`src/rtl/checksum_pkg.sv`:
```
// checksum_pkg: shared definitions for the streaming ones'-complement
// checksum block.
//   SUM_W_DEF  : default checksum word width.
//   FOLD_MAX_W : widest value eac_fold accepts.
//   state_t    : control FSM states.
//   eac_fold   : one end-around-carry step at a runtime word width.
package checksum_pkg;

  localparam int unsigned SUM_W_DEF  = 16;
  localparam int unsigned FOLD_MAX_W = 64;

  typedef enum logic [1:0] {
    ST_IDLE,
    ST_ACC,
    ST_FOLD,
    ST_DONE
  } state_t;

  // Adds the bits above position w back into the low w bits.
  function automatic logic [FOLD_MAX_W-1:0] eac_fold(
    input logic [FOLD_MAX_W-1:0] x,
    input int unsigned           w
  );
    logic [FOLD_MAX_W-1:0] mask;
    mask = (FOLD_MAX_W'(1) << w) - FOLD_MAX_W'(1);
    return (x & mask) + (x >> w);
  endfunction

endpackage

```
`src/rtl/checksum_fold.sv`:
```
// checksum_fold: combinational end-around-carry fold of an IN_W-bit sum
// down to OUT_W bits. Two fold steps are enough whenever
// IN_W - OUT_W <= OUT_W.
//   x : wide unsigned sum (IN_W bits)
//   y : folded ones'-complement value (OUT_W bits)
module checksum_fold
  import checksum_pkg::*;
#(
  parameter int unsigned IN_W  = 19,
  parameter int unsigned OUT_W = SUM_W_DEF
) (
  input  logic [IN_W-1:0]  x,
  output logic [OUT_W-1:0] y
);

  logic [FOLD_MAX_W-1:0] once;

  always_comb begin
    once = eac_fold(FOLD_MAX_W'(x), OUT_W);
    y    = OUT_W'(eac_fold(once, OUT_W));
  end

endmodule

```
`src/rtl/checksum_stream.sv`:
```
// checksum_stream: streaming ones'-complement checksum over packets made of
// DATA_W-bit beats, producing one SUM_W-bit result per packet.
//   clk, nreset  : clock, asynchronous active-low reset
//   in_valid_i / in_ready_o / in_start_i / in_last_i : beat handshake/framing
//   in_keep_i    : byte enables (a cleared bit zeroes its byte)
//   in_data_i    : payload, word i = in_data_i[i*SUM_W +: SUM_W]
//   init_i       : seed partial sum, taken on the accepted start beat
//   cs_valid_o / cs_ready_i : result handshake
//   cs_o         : ones'-complement checksum (~acc)
//   cs_err_o     : verify failure flag
// Optional feature macro: CHECKSUM_VERIFY_EN (cs_err_o = final acc != all-ones;
// when undefined cs_err_o is tied low).
module checksum_stream
  import checksum_pkg::*;
#(
  parameter int unsigned DATA_W = 64,
  parameter int unsigned SUM_W  = SUM_W_DEF
) (
  input  logic                clk,
  input  logic                nreset,
  input  logic                in_valid_i,
  output logic                in_ready_o,
  input  logic                in_start_i,
  input  logic                in_last_i,
  input  logic [DATA_W/8-1:0] in_keep_i,
  input  logic [DATA_W-1:0]   in_data_i,
  input  logic [SUM_W-1:0]    init_i,
  output logic                cs_valid_o,
  input  logic                cs_ready_i,
  output logic [SUM_W-1:0]    cs_o,
  output logic                cs_err_o
);

  localparam int unsigned N      = DATA_W / SUM_W;
  localparam int unsigned KEEP_W = DATA_W / 8;
  // N words plus one base term fit in SUM_W + clog2(N+1) bits.
  localparam int unsigned BS_W   = SUM_W + $clog2(N + 1);

  state_t state, state_next;

  logic [SUM_W-1:0]  acc;
  logic [DATA_W-1:0] masked;
  logic [BS_W-1:0]   beat_sum;
  logic [BS_W-1:0]   sum_in;
  logic [SUM_W-1:0]  base;
  logic [SUM_W-1:0]  folded;
  logic              accept;
  logic              load;

  assign accept = in_valid_i && in_ready_o;
  // In IDLE only a start beat opens a packet; anything else is dropped.
  assign load   = accept && ((state == ST_ACC) || in_start_i);

  // Beat sum of the byte-masked words.
  always_comb begin
    masked = in_data_i;
    for (int unsigned b = 0; b < KEEP_W; b++) begin
      if (!in_keep_i[b]) masked[b*8 +: 8] = '0;
    end
    beat_sum = '0;
    for (int unsigned i = 0; i < N; i++) begin
      beat_sum = beat_sum + BS_W'(masked[i*SUM_W +: SUM_W]);
    end
  end

  // A start beat (in IDLE or restarting in ACC) seeds from init_i.
  assign base   = ((state == ST_IDLE) || in_start_i) ? init_i : acc;
  assign sum_in = beat_sum + BS_W'(base);

  checksum_fold #(
    .IN_W  (BS_W),
    .OUT_W (SUM_W)
  ) u_fold (
    .x (sum_in),
    .y (folded)
  );

  // FSM: state register
  always_ff @(posedge clk or negedge nreset) begin
    if (!nreset) state <= ST_IDLE;
    else         state <= state_next;
  end

  // FSM: next state
  always_comb begin
    state_next = state;
    unique case (state)
      ST_IDLE: if (accept && in_start_i) state_next = in_last_i ? ST_FOLD : ST_ACC;
      ST_ACC:  if (accept && in_last_i)  state_next = ST_FOLD;
      ST_FOLD: state_next = ST_DONE;
      ST_DONE: if (cs_ready_i)           state_next = ST_IDLE;
      default: state_next = ST_IDLE;
    endcase
  end

  // FSM: outputs
  always_comb begin
    in_ready_o = (state == ST_IDLE) || (state == ST_ACC);
    cs_valid_o = (state == ST_DONE);
  end

  always_ff @(posedge clk or negedge nreset) begin
    if (!nreset)   acc <= '0;
    else if (load) acc <= folded;
  end

  always_ff @(posedge clk or negedge nreset) begin
    if (!nreset)                cs_o <= '0;
    else if (state == ST_FOLD)  cs_o <= ~acc;
  end

`ifdef CHECKSUM_VERIFY_EN
  // A packet carrying its own checksum sums to all-ones when intact.
  always_ff @(posedge clk or negedge nreset) begin
    if (!nreset)                cs_err_o <= 1'b0;
    else if (state == ST_FOLD)  cs_err_o <= (acc != '1);
  end
`else
  assign cs_err_o = 1'b0;
`endif

endmodule

```
`config.mk`:
```
export PLATFORM = sky130hd
export DESIGN_NAME = checksum_stream
export DESIGN_NICKNAME = d
export VERILOG_FILES = /design/src/rtl/checksum_pkg.sv /design/src/rtl/checksum_fold.sv /design/src/rtl/checksum_stream.sv
export SDC_FILE = /design/constraint.sdc
export NUM_CORES = 1
export LEC_CHECK = 0
export BUFFER_PORTS_ARGS = -buffer_cell sky130_fd_sc_hd__buf_4
export CAP_MARGIN = 15
export CORE_ASPECT_RATIO = 0.7
export CORE_UTILIZATION = 60
export DETAILED_ROUTE_END_ITERATION = 8
export PLACE_DENSITY = 0.88
export SYNTH_ARGS = -nofsm -noshare
export SYNTH_HDL_FRONTEND = slang
export SYNTH_SLANG_ARGS = --single-unit
```
`constraint.sdc`:
```
create_clock -name clk -period 12.3 [get_ports clk]
set_input_delay 0.615 -clock clk [delete_from_list [all_inputs] [get_ports clk]]
set_output_delay 0.615 -clock clk [all_outputs]
set_load 0.02 [all_outputs]
```
==> metrics.cfg <==
[pwr]
p_per_area_nw_per_um2=282
switching_share=0.528
leakage_nw=2.90
p_sw_uw=853
finalPower_mw=1.61
comb_power_share=0.820
seq_power_share=0.127
ir_worst_vdd_uv=191
p_clk_frac=0.053
p_int_uw=761

[worst_setup_path]
worst_ep_required_time_ns=12.45
end_kind=register
crit_path_top_delay_cell=fa_1
crit_start=in_keep_i[0]
reg2reg_from=state[0]
path_class=input port to register
cp-start-kind=input port
crit_arrival_ns=8.37
slowest_delay_ns=0.55
path_max_fanout=8
crit_top_cell=fa_1

[logic_synthesis]
synth_top_family_by_area=adder cells
synthTopCellsByArea=fa_1 20%, dfrtp_1 18%, and2_1 8.2%, ha_1 7.4%, inv_1 6.8%
yosys.area.top_type=fa_1
ys_async_sr_fraction=1.00
yosysTopAreaCellShare=0.203
syn_nets=693
synth_compound_area_frac=0.138
yosysWarnings=0
synth_xor_xnor_area_share=0.0635
netlist_area_um2=4730
synth_adder_area_share=0.277
synth-main-ff-cell=dfrtp_1
ys_seq_area_frac=0.180
avgSynthCellArea_um2=9.04
syn_inst=523
post-synth-top-count-cell=inv_1
ys_ff_latch=34
yosysUniqueCellTypes=63
synth_edf_count=0
synthMuxAreaShare=0.0702
ys_top_cells_by_count=86 x inv_1, 62 x and2_1, 48 x fa_1
synth-simple-area-share=0.191

[layout]
num_antenna_cells=0
layout-drive-gt1-share=0.226
multiInputGateArea_um2=3500
final_core_util=0.769
nets=801
fill_cells=561
syn2layout_area_growth_pct=21.3
regArea_um2=851
postLayoutCellArea_um2=5730

[floorplan]
fp.dieArea_um2=8240
ios=113
die_h_um=76.3
fp.coreArea_um2=7450
die_width_um=108
rows=26
initial_core_util=0.634

[routing]
drt_iter0_markers=244
num_vias=3997
drc_errors=0
wirelength_um=11000
ant_nets=0
vias_per_cell=5.48
first_pass_iters=7
wl_per_cell_um=15.0

[global_routing]
grt_use_total=0.284
antenna_found_initial=0
grt-ovfl-total=0
grt_pass1_wl_um=18400
grt_start_max_net_pins=35
grt_pass1_vias=4028

[place]
place_hpwl_um=9350
dpl_cell_area_um2=5640
io_buffers=111
dp_slack_ns=3.88
gp_congestion=0.927

[clock_tree]
clkLatencyLatePin_ns=0.29
cts_setup_buffers=0
holdBufCountCts=0
htreeDepth=2
clockBufferDepth=2
cts_resized=0
cts_buffers=5
clkTransAtPathRegs_ns=0.06
cts_root_buf=clkbuf_8
cts_tree=built
cts.sink_count=34

[timing]
period_share=0.668
setup_tns_ns=0
tightest_slew_ns=0.946
fmax_mhz=122
worst_slack_ns=4.08
slew_viol_final=0
finalHoldViolCount=0
relSlewSlack=0.370
skew_ns=0.00190
rsz0062_at_grt=no
post-route-min-period_ns=8.22
setup_violations=0

[hold_path]
hp-class=input port to async pin

[run_status]
status=finished, final reports clean

[flow_run]
cap_violations=0

-- power by group through the flow --
stage | registers [mW] | clock network [mW] | logic [mW]
5_1_grt | 0.211 | 0.0916 | 1.45
6_report | 0.205 | 0.0849 | 1.32
4_1_cts | 0.205 | 0.0863 | 1.31
2_1_floorplan | 0.226 | 0 | 0.971
3_3_place_gp | 0.203 | 0 | 1.24
3_5_place_dp | 0.207 | 0 | 1.30
-- state kept, by name, summed over array words and instances (netlist names) --
signal and flops:
cs_o 16, acc 16, state 2
-- placed cells by master (no fill, tap or decap), drive strengths merged, types with 7 or more instances in the layout --
| cell type | n |
|---|---|
| buf | 112 |
| nor3 | 9 |
| nand2 | 41 |
| xor2 | 8 |
| nor2 | 15 |
| inv | 86 |
| mux2i | 32 |
| dfrtp | 34 |
| fa | 48 |
| a21o | 7 |
| o21ai | 21 |
| nand3 | 10 |
| ha | 28 |
| a21oi | 20 |
| and2 | 62 |
| clkbuf | 7 |
| xnor2 | 22 |
-- cells by family (layout without fill, tap and decap cells) --
kind of cell | after synthesis | count (layout)
compound gates | 89 | 89
xor+xnor | 31 | 31
fa+ha+maj | 76 | 76
buf+inv | 97 | 206
flops | 34 | 34
mux | 33 | 33
other cells | 1 | 1
simple gates | 162 | 162
-- cell type report --
cell class,count,share of cell area
Inverter,86,0.0563
Sequential cell,34,0.148
Timing Repair Buffer,112,0.147
Clock inverter,1,0.000873
Multi-Input combinational cell,392,0.611
Clock buffer,7,0.0151
Tap cell,98,0.0214
-- through the flow --
step / hold WS (ns) / cells
2_1_floorplan: 0.319 / 523
3_3_place_gp: 0.462 / 722
3_5_place_dp: 0.477 / 722
4_1_cts: 0.272 / 730
5_1_grt: 0.292 / 730
6_report: 0.260 / 730
-- path summary, 6_finish.rpt --
kind | end | slack, ns | cells past startpoint
min | cs_o[9] | 0.26 | 1
max in group asynchronous | cs_o[4] | 11.74 | 1
min in group clk | cs_o[13] | 0.48 | 1
max reg2reg | acc[12] | 4.51 | 31
max | acc[12] | 4.08 | 32
min reg2reg | cs_o[13] | 0.48 | 1
-- critical path: cells and delay by family --
family / cells / cell delay, ns
buffers and inverters: 3 / 0.25
and+or+nand+nor: 8 / 1.99
adders and majority gates: 8 / 3.00
xor gates and xnor gates: 2 / 0.39
AOI/OAI and AO/OA: 11 / 2.11
-- layer usage --
metal	global-route usage	vias to the layer above	share of wire
li1	-	1937	-
met1	0.396	1907	0.45
met2	0.457	137	0.47
met3	0.0539	16	0.068
met4	0.0616	0	0.012
met5	0	-	0
No activity file was read; power rests on OpenSTA's default activity.
